<file path="src/rtl/x_top_mem_arb_pkg.sv">
// ---------------------------------------------------------------------------
// x_top_mem_arb_pkg
// Shared types and constants for the two-requester memory arbiter:
//   - arb_state_t : sequencer states (IDLE, REQ, RESP)
//   - N_REQ       : number of requesters
//   - req_idx_t   : requester index type
//   - ERR_DATA_DEFAULT : read data returned when a transaction times out
// ---------------------------------------------------------------------------
package x_top_mem_arb_pkg;

    localparam int N_REQ = 2;

    typedef logic [$clog2(N_REQ)-1:0] req_idx_t;

    typedef enum logic [1:0] {
        IDLE = 2'd0,
        REQ  = 2'd1,
        RESP = 2'd2
    } arb_state_t;

    localparam logic [31:0] ERR_DATA_DEFAULT = 32'hDEAD_BEEF;

endpackage

</file>
<file path="src/rtl/x_top_mem_arb_rr_pick.sv">
// ---------------------------------------------------------------------------
// x_top_rr_pick
// Combinational 2-way round-robin selector.
//   i_valid     : request vector, bit n = requester n
//   i_ptr       : requester currently holding priority
//   o_grant     : selected requester index
//   o_gnt_valid : at least one requester is asking
// The priority holder wins whenever it requests; otherwise the other one is
// chosen. o_grant is meaningless while o_gnt_valid is low.
// ---------------------------------------------------------------------------
module x_top_rr_pick
    import x_top_mem_arb_pkg::*;
(
    input  logic [N_REQ-1:0] i_valid,
    input  req_idx_t         i_ptr,
    output req_idx_t         o_grant,
    output logic             o_gnt_valid
);

    always_comb begin
        o_grant     = i_ptr;
        if (!i_valid[i_ptr]) begin
            o_grant = ~i_ptr;
        end
        o_gnt_valid = |i_valid;
    end

endmodule

</file>
<file path="src/rtl/x_top_mem_arb.sv">
// ---------------------------------------------------------------------------
// x_top_mem_arb
// Round-robin arbiter and sequencer between the core's instruction fetch
// (requester 0) and load/store port (requester 1) and the single memory port.
// One request is latched at a time and held on the downstream port until it
// is accepted or the watchdog expires; completion is reported with a single
// cycle o_accept pulse to the granted requester.
//
// Ports:
//   i_clk, i_rst        : clock, asynchronous active-high reset
//   i_rnw/i_valid       : per-requester read-not-write and request valid
//   i_addr/i_data       : per-requester address and write data
//   o_accept            : per-requester completion pulse
//   o_data, o_err       : shared read data, timeout flag (valid with o_accept)
//   o_mem_*             : downstream request (rnw, valid, addr, write data)
//   i_mem_accept/i_mem_data : downstream accept and read data
// ---------------------------------------------------------------------------
module x_top_mem_arb
    import x_top_mem_arb_pkg::*;
#(
    parameter int          p_timeout  = 1000000,
    parameter logic [31:0] p_err_data = ERR_DATA_DEFAULT
)(
    input  logic                   i_clk,
    input  logic                   i_rst,
    input  logic [N_REQ-1:0]       i_rnw,
    input  logic [N_REQ-1:0]       i_valid,
    output logic [N_REQ-1:0]       o_accept,
    input  logic [N_REQ-1:0][31:0] i_addr,
    input  logic [N_REQ-1:0][31:0] i_data,
    output logic [31:0]            o_data,
    output logic                   o_err,
    output logic                   o_mem_rnw,
    output logic                   o_mem_valid,
    input  logic                   i_mem_accept,
    output logic [31:0]            o_mem_addr,
    output logic [31:0]            o_mem_data,
    input  logic [31:0]            i_mem_data
);

    // A disabled watchdog still needs a legal one-bit counter.
    localparam int WD_W = (p_timeout > 0) ? $clog2(p_timeout + 1) : 1;
    localparam logic [WD_W-1:0] WD_LAST = WD_W'(p_timeout - 1);
    localparam logic [WD_W-1:0] WD_MAX  = '1;

    arb_state_t      r_state;
    req_idx_t        r_ptr;
    req_idx_t        r_grant;
    logic [WD_W-1:0] r_wd;

    req_idx_t        w_grant;
    logic            w_gnt_valid;

    x_top_rr_pick u_pick (
        .i_valid     (i_valid),
        .i_ptr       (r_ptr),
        .o_grant     (w_grant),
        .o_gnt_valid (w_gnt_valid)
    );

    always_ff @(posedge i_clk or posedge i_rst) begin
        if (i_rst) begin
            r_state     <= IDLE;
            r_ptr       <= '0;
            r_grant     <= '0;
            r_wd        <= '0;
            o_accept    <= '0;
            o_data      <= '0;
            o_err       <= 1'b0;
            o_mem_rnw   <= 1'b0;
            o_mem_valid <= 1'b0;
            o_mem_addr  <= '0;
            o_mem_data  <= '0;
        end else begin
            case (r_state)
                IDLE: begin
                    if (w_gnt_valid) begin
                        o_mem_rnw   <= i_rnw[w_grant];
                        o_mem_addr  <= i_addr[w_grant];
                        o_mem_data  <= i_data[w_grant];
                        o_mem_valid <= 1'b1;
                        r_grant     <= w_grant;
                        r_state     <= REQ;
                    end
                end
                REQ: begin
                    // Accept is tested first so it wins over a same-cycle timeout.
                    if (i_mem_accept) begin
                        o_mem_valid       <= 1'b0;
                        o_data            <= i_mem_data;
                        o_err             <= 1'b0;
                        o_accept[r_grant] <= 1'b1;
                        r_state           <= RESP;
                    end else if ((p_timeout != 0) && (r_wd == WD_LAST)) begin
                        o_mem_valid       <= 1'b0;
                        o_data            <= p_err_data;
                        o_err             <= 1'b1;
                        o_accept[r_grant] <= 1'b1;
                        r_state           <= RESP;
                    end else if (r_wd != WD_MAX) begin
                        r_wd <= r_wd + WD_W'(1);
                    end
                end
                RESP: begin
                    // Hand priority to the requester that was not just served.
                    o_accept <= '0;
                    o_err    <= 1'b0;
                    r_ptr    <= ~r_grant;
                    r_wd     <= '0;
                    r_state  <= IDLE;
                end
                default: begin
                    r_state <= IDLE;
                end
            endcase
        end
    end

endmodule

</file>
<file path="config.mk">
export PLATFORM = sky130hd
export DESIGN_NAME = x_top_mem_arb
export DESIGN_NICKNAME = d
export VERILOG_FILES = /design/src/rtl/x_top_mem_arb_pkg.sv /design/src/rtl/x_top_mem_arb_rr_pick.sv /design/src/rtl/x_top_mem_arb.sv
export SDC_FILE = /design/constraint.sdc
export NUM_CORES = 1
export LEC_CHECK = 0
export ABC_CLOCK_PERIOD_IN_PS = 8900
export CORE_ASPECT_RATIO = 0.75
export CORE_MARGIN = 4
export CORE_UTILIZATION = 45
export DETAILED_ROUTE_END_ITERATION = 7
export GPL_TIMING_DRIVEN = 0
export PLACE_DENSITY_LB_ADDON = 0.15
export SYNTH_ARGS = -nofsm -noshare
export SYNTH_HDL_FRONTEND = slang
export SYNTH_HIERARCHICAL = 1
export SYNTH_SLANG_ARGS = --single-unit
export TNS_END_PERCENT = 100
</file>
<file path="constraint.sdc">
create_clock -name i_clk -period 8.9 [get_ports i_clk]
set_input_delay 0.89 -clock i_clk [delete_from_list [all_inputs] [get_ports i_clk]]
set_output_delay 0.89 -clock i_clk [all_outputs]
set_load 0.01 [all_outputs]
</file>
# Word level (Yosys, flattened, before mapping)
# Cells that the tools add are included.
# word_totals
in_bits	167
out_inout_bits	101
ff_bits	125
# classes
magnitude_cmp	4
bitwise	3
n_addsub	1
n_mux	31
n_eq_ne	9
reduce_logical	12
# ops
op	count
two-way mux 32 bit	6
two-way mux 20 bit	3
one-hot mux 20 bit (2 select lines)	1
adder 20 x 1 -> 20 bit, second input constant	1
equality test 20 bit, second input constant	1
!= test 20 bit, second input constant	1
two-way mux 1 bit	11
two-way mux 2 bit	5
one-hot mux 2 bit (2 select lines)	2
AND reduction 2 bit	4
< comparator 1 x 2 -> 1 bit, second input constant	3
!= test 2 bit, second input constant	3
nonzero test 2 bit	3
one-hot mux 1 bit (2 select lines)	2
AND reduction 4 bit	1
!= test 3 bit, second input constant	1
AND reduction 3 bit	1
equality test 2 x 1 -> 1 bit, second input constant	1
equality test 2 bit, second input constant	1
logical NOT 2 bit	1
!= test 2 x 1 -> 1 bit, second input constant	1
NOT 1 bit	2
bitwise OR 2 bit	1
OR reduction 2 bit	1
other kinds (3)	3

# Depth between registers and ports, before layout
# logic_depth
ltp_word	8
ltp_mapped	8
depth_no_buf	6

# Cells and area by module
# Netlist, hierarchy kept.
# modules_own_cells
module	area_each_um2	seq_area_each_um2	cells_per_inst	instances
x_top_mem_arb	5632.9	3128.0	517	1
x_top_rr_pick	20.0	0.0	3	1

# Least setup slack after synthesis
# Ideal clock, no wire load.
# synth_path
kind	input to register
from	input i_mem_accept
to	register r_wd[17]
path_stages	7
setup_ps	82
path_buffers	2
t_arrival_ps	2540
setup_slack_ps	6278
cell_sequence	clkbuf_1 -> or3b_2 -> clkbuf_1 -> or3_1 -> nor4_1 -> o21ai_0 -> a31oi_1
# synth_between
elab_chain_len	2
# synth_lines
item	line_no	rtl
from (decl)	x_top_mem_arb.sv:35	input logic i_mem_accept,
!= test 2 bit (no line)	--	
AND reduction 4 bit (no line)	--	
to (signal assigned)	x_top_mem_arb.sv:101	r_wd <= r_wd + WD_W'(1);
to (decl)	x_top_mem_arb.sv:49	logic [WD_W-1:0] r_wd;
# No other way between the ends.
# A chain may end at the register's enable or synchronous reset.

# Worst setup path after layout
# layout_path
from	input i_valid[1]
to	register o_mem_data[12]
# layout_between
elab_chain_len	5
elab_cells_between_ends	7
# layout_lines
item	line_no	rtl
from (decl)	x_top_mem_arb.sv:27	input logic [N_REQ-1:0] i_valid,
two-way mux 1 bit (implied by the code) (2 in a row)	x_top_mem_arb_rr_pick.sv:22	if (!i_valid[i_ptr]) begin
two-way mux 1 bit	x_top_mem_arb_rr_pick.sv:22	
net w_grant	x_top_mem_arb.sv:51	req_idx_t w_grant;
two-way mux 32 bit (implied by the code) (2 in a row)	x_top_mem_arb.sv:80	o_mem_data <= i_data[w_grant];
to (signal assigned)	x_top_mem_arb.sv:80	
to (decl)	x_top_mem_arb.sv:37	output logic [31:0] o_mem_data,
# The timed path passes the listed nets, and every way through them passes these cells. The select of a mux whose other input is x is not followed.

==> results.py <==
metrics = {
    "sta": {
        "setup-violations-final": 0,
        "fin_crit_sh_pct": 34.5,
        "maxClockFrequency_mhz": 325,
        "worst_case_headroom_to_the_max_slew_limit_pct": 51.0,
        "max_slew.worst_pin.slew_ns": 0.735,
        "setup_ws_ns": 5.83,
        "final_sum_of_negative_setup_slack_ns": 0,
        "skew_ns": 0.00998,
        "fin_worst_hold_slack_ns": 0.487,
        "setup_repair_after_global_routing_missed_its_margin": "no",
        "hold_viol_final": 0,
        "finalCriticalPeriod_ns": 3.07,
        "finalMaxSlewViolations": 0,
    },
    "global_routing": {
        "grt.total_usage_pct": 25.5,
        "maximum_number_of_pins_on_one_net_before_global_route_repair": 94,
        "grt_overflow": 0,
        "grt_pass1_vias": 5386,
        "number_of_antenna_violations_at_the_first_check_in_global_routing": 0,
        "grt_first_pass_wirelength_um": 28400,
    },
    "routing": {
        "detail_route.wirelength_um": 18600,
        "drt-wirelength-per-cell_um": 18.9,
        "drc": 0,
        "detail_route.iter0.violations": 281,
        "drt.antenna.violating_nets": 0,
        "total_via_count_in_the_routed_design": 5264,
        "vias_per_cell": 5.34,
        "dr.pass1.iters": 7,
    },
    "outcome": {
        "outcome": "finished, final reports clean",
    },
    "pwr": {
        "p_leak_nw": 3.78,
        "worst_ir_drop_vdd_mv": 0.203,
        "power_density_nw_per_um2": 322,
    },
    "layout": {
        "nets": 974,
        "final_cell_count_no_fill": 985,
        "n_antenna_cell": 0,
        "post_route_cells_drive_above_1_share_pct": 6.96,
        "filler_cell_count": 827,
        "multiInputGateArea_sq_um": 2330,
        "postLayoutCoreUtil_pct": 74.5,
        "layout.area.seq_sq_um": 3130,
        "synthToLayoutAreaGrowth_pct": 62.1,
    },
    "yosys": {
        "yosysSeqAreaShare_pct": 55.3,
        "post_synth.cell_area_avg_sq_um": 10.9,
        "synthCells": 520,
        "prevailing_post_synth_register_cell": "sky130_fd_sc_hd__dfrtp_1",
        "cell_area_synth_sq_um": 5650,
        "yosys_warnings": 6,
        "synthesis.nets": 688,
        "async_flop_share_pct": 100,
        "synth-edff-count": 0,
        "synth_cell_types": 48,
        "ys_ff_latch": 125,
    },
    "cts": {
        "count_of_cells_resized_by_post_cts_repair": 0,
        "cts_max_level": 4,
        "max-clock-path-buffers": 2,
        "root_buffer": "sky130_fd_sc_hd__clkbuf_16",
        "num_clock_sinks": 125,
        "cts.hold.buffers_added": 0,
        "clkSlewWorstSetupHoldPaths_ns": 0.06,
        "tritoncts.num_buffers": 17,
        "clk-insertion-delay-late_ns": 0.41,
        "cts_post_setup_buffers_inserted": 0,
        "cts_tree": "yes",
    },
    "hold_path": {
        "min-delay-path-class": "flop to flop",
    },
    "job": {
        "max_cap_viol_count": 0,
    },
    "floorplan": {
        "die_height_um": 105,
        "start_util_pct": 45.9,
        "die_width_um": 137,
        "io_pins": 268,
        "fp.dieArea_sq_um": 14400,
        "fp-row-count": 35,
        "core_sq_um": 12300,
    },
    "placement": {
        "place.detailed.hpwl_um": 14300,
        "numPortBuffers": 266,
        "pre_cts_slack_ns": 5.44,
        "place.detailed.instances": 953,
        "place_congestion": 0.904,
    },
    "critical_path": {
        "startpoint_type": "input pin",
        "top_fanout_value_on_the_critical_path": 10,
        "worst-setup-path-type": "input pin to flop",
        "end_kind": "flop",
        "cp.arrival_ns": 3.34,
        "reg_to_reg_slack_setup_ns": 6.40,
        "required_ns": 9.16,
    },
}
==> path summary, 6_finish.rpt <==
path                             from             end  depth (start not counted)
max                        i_valid[1]  o_mem_data[12]                          8
min                         o_data[0]       o_data[0]                          1
max reg2reg                  r_wd[10]      o_data[30]                          7
min reg2reg                 o_data[0]       o_data[0]                          1
max in group asynchronous       i_rst         r_wd[1]                          3
min in group asynchronous       i_rst  o_mem_addr[12]                          2
==> cell usage in the layout (no fill, tap or decap), types with 2 or more instances in the layout <==
master / netlist / layout
sky130_fd_sc_hd__clkdlybuf4s50_1: 0 / 266
sky130_fd_sc_hd__buf_1: 2 / 2
sky130_fd_sc_hd__clkbuf_1: 28 / 28
sky130_fd_sc_hd__o22a_2: 3 / 3
sky130_fd_sc_hd__clkinv_2: 1 / 3
sky130_fd_sc_hd__nor3_1: 5 / 5
sky130_fd_sc_hd__nand2_1: 10 / 10
sky130_fd_sc_hd__bufinv_16: 0 / 3
sky130_fd_sc_hd__nor2_1: 76 / 76
sky130_fd_sc_hd__inv_1: 7 / 6
sky130_fd_sc_hd__mux2i_1: 71 / 71
sky130_fd_sc_hd__clkbuf_16: 0 / 17
sky130_fd_sc_hd__o22a_1: 24 / 24
sky130_fd_sc_hd__clkinv_4: 0 / 2
sky130_fd_sc_hd__buf_6: 4 / 4
sky130_fd_sc_hd__o211ai_1: 2 / 2
sky130_fd_sc_hd__dfrtp_1: 125 / 125
sky130_fd_sc_hd__a22o_1: 8 / 8
sky130_fd_sc_hd__o21ai_0: 16 / 16
sky130_fd_sc_hd__nand3_1: 14 / 14
sky130_fd_sc_hd__nor2b_1: 2 / 2
sky130_fd_sc_hd__or2b_2: 2 / 2
sky130_fd_sc_hd__clkinvlp_4: 0 / 3
sky130_fd_sc_hd__nor4_1: 2 / 2
sky130_fd_sc_hd__or4b_4: 2 / 2
sky130_fd_sc_hd__a31oi_1: 8 / 8
sky130_fd_sc_hd__o311ai_0: 2 / 2
sky130_fd_sc_hd__a21oi_1: 76 / 76
sky130_fd_sc_hd__nand4_1: 5 / 5
sky130_fd_sc_hd__or3_1: 2 / 2
sky130_fd_sc_hd__inv_6: 0 / 6
==> sequential cells by signal (all words and copies together), names as in the netlist <==
register / flops
o_accept: 2
o_data: 32
o_err: 1
o_mem_addr: 32
o_mem_data: 32
o_mem_rnw: 1
o_mem_valid: 1
r_grant: 1
r_ptr: 1
r_state: 2
r_wd: 20
==> synth_stat cells, types with 2 or more instances <==
cell / instances / area, sq um
sky130_fd_sc_hd__a21oi_1: 76 / 380
sky130_fd_sc_hd__a22o_1: 8 / 70.1
sky130_fd_sc_hd__a31oi_1: 8 / 50.1
sky130_fd_sc_hd__buf_1: 2 / 7.51
sky130_fd_sc_hd__buf_6: 4 / 45.0
sky130_fd_sc_hd__clkbuf_1: 28 / 105
sky130_fd_sc_hd__dfrtp_1: 125 / 3130
sky130_fd_sc_hd__inv_1: 7 / 26.3
sky130_fd_sc_hd__mux2i_1: 71 / 711
sky130_fd_sc_hd__nand2_1: 10 / 37.5
sky130_fd_sc_hd__nand3_1: 14 / 70.1
sky130_fd_sc_hd__nand4_1: 5 / 31.3
sky130_fd_sc_hd__nor2_1: 76 / 285
sky130_fd_sc_hd__nor2b_1: 2 / 12.5
sky130_fd_sc_hd__nor3_1: 5 / 25.0
sky130_fd_sc_hd__nor4_1: 2 / 12.5
sky130_fd_sc_hd__o211ai_1: 2 / 15.0
sky130_fd_sc_hd__o21ai_0: 16 / 80.1
sky130_fd_sc_hd__o22a_1: 24 / 210
sky130_fd_sc_hd__o22a_2: 3 / 30.0
sky130_fd_sc_hd__o311ai_0: 2 / 17.5
sky130_fd_sc_hd__or2b_2: 2 / 17.5
sky130_fd_sc_hd__or3_1: 2 / 12.5
sky130_fd_sc_hd__or4b_4: 2 / 27.5
==> power breakdown <==
group          leakage (nW)  switching (mW)  internal, mW
sequential             1.45           0.145         0.811
combinational          2.04           0.613         0.669
clock                 0.291           0.269         0.444
total                  3.78            1.03          1.92
==> critical path: stages <==
cell,delay [ns]
sky130_fd_sc_hd__clkdlybuf4s50_1,0.47
sky130_fd_sc_hd__inv_1,0.04
sky130_fd_sc_hd__mux2i_1,0.14
sky130_fd_sc_hd__clkbuf_1,0.16
sky130_fd_sc_hd__clkbuf_1,0.56
sky130_fd_sc_hd__buf_1,0.62
sky130_fd_sc_hd__mux2i_1,0.33
sky130_fd_sc_hd__a21oi_1,0.11
==> cell type report <==
| cell class | count | area share, % |
|---|---|---|
| inverters | 8 | 0.396 |
| multi-input cells | 352 | 25.4 |
| flip-flops and latches | 125 | 34.1 |
| clock inverters | 15 | 2.01 |
| repair buffers | 267 | 29.4 |
| well taps | 166 | 2.27 |
| clock buffers | 17 | 4.64 |
| plain buffers | 35 | 1.80 |
==> metal layers <==
metal | GRT usage, % | vias to the layer above | part of all wire (%)
met5 | 0 | - | 0
met4 | 9.19 | 0 | 2.4
met3 | 7.56 | 32 | 8.8
met2 | 43.1 | 232 | 50
met1 | 30.7 | 2546 | 39
li1 | - | 2454 | -
==> stage by stage <==
stage / power [mW] / cell area (sq um)
2_1_floorplan: 1.53 / 5650
3_3_place_gp: 2.20 / 8520
3_5_place_dp: 2.24 / 8560
4_1_cts: 2.97 / 9170
5_1_grt: 3.11 / 9170
6_report: 2.95 / 9170
==> kinds of logic after synthesis <==
kind of cell,share of synthesized area [%]
AO/OA/AOI/OAI,16.5
AND/OR/NAND/NOR,11.5
flip-flops,55.3
multiplexers,12.8
buffers and inverters,3.48
XOR/XNOR,0.155
adder cells (fa/ha/maj),0.221
Power figures use the tool's default switching activity.
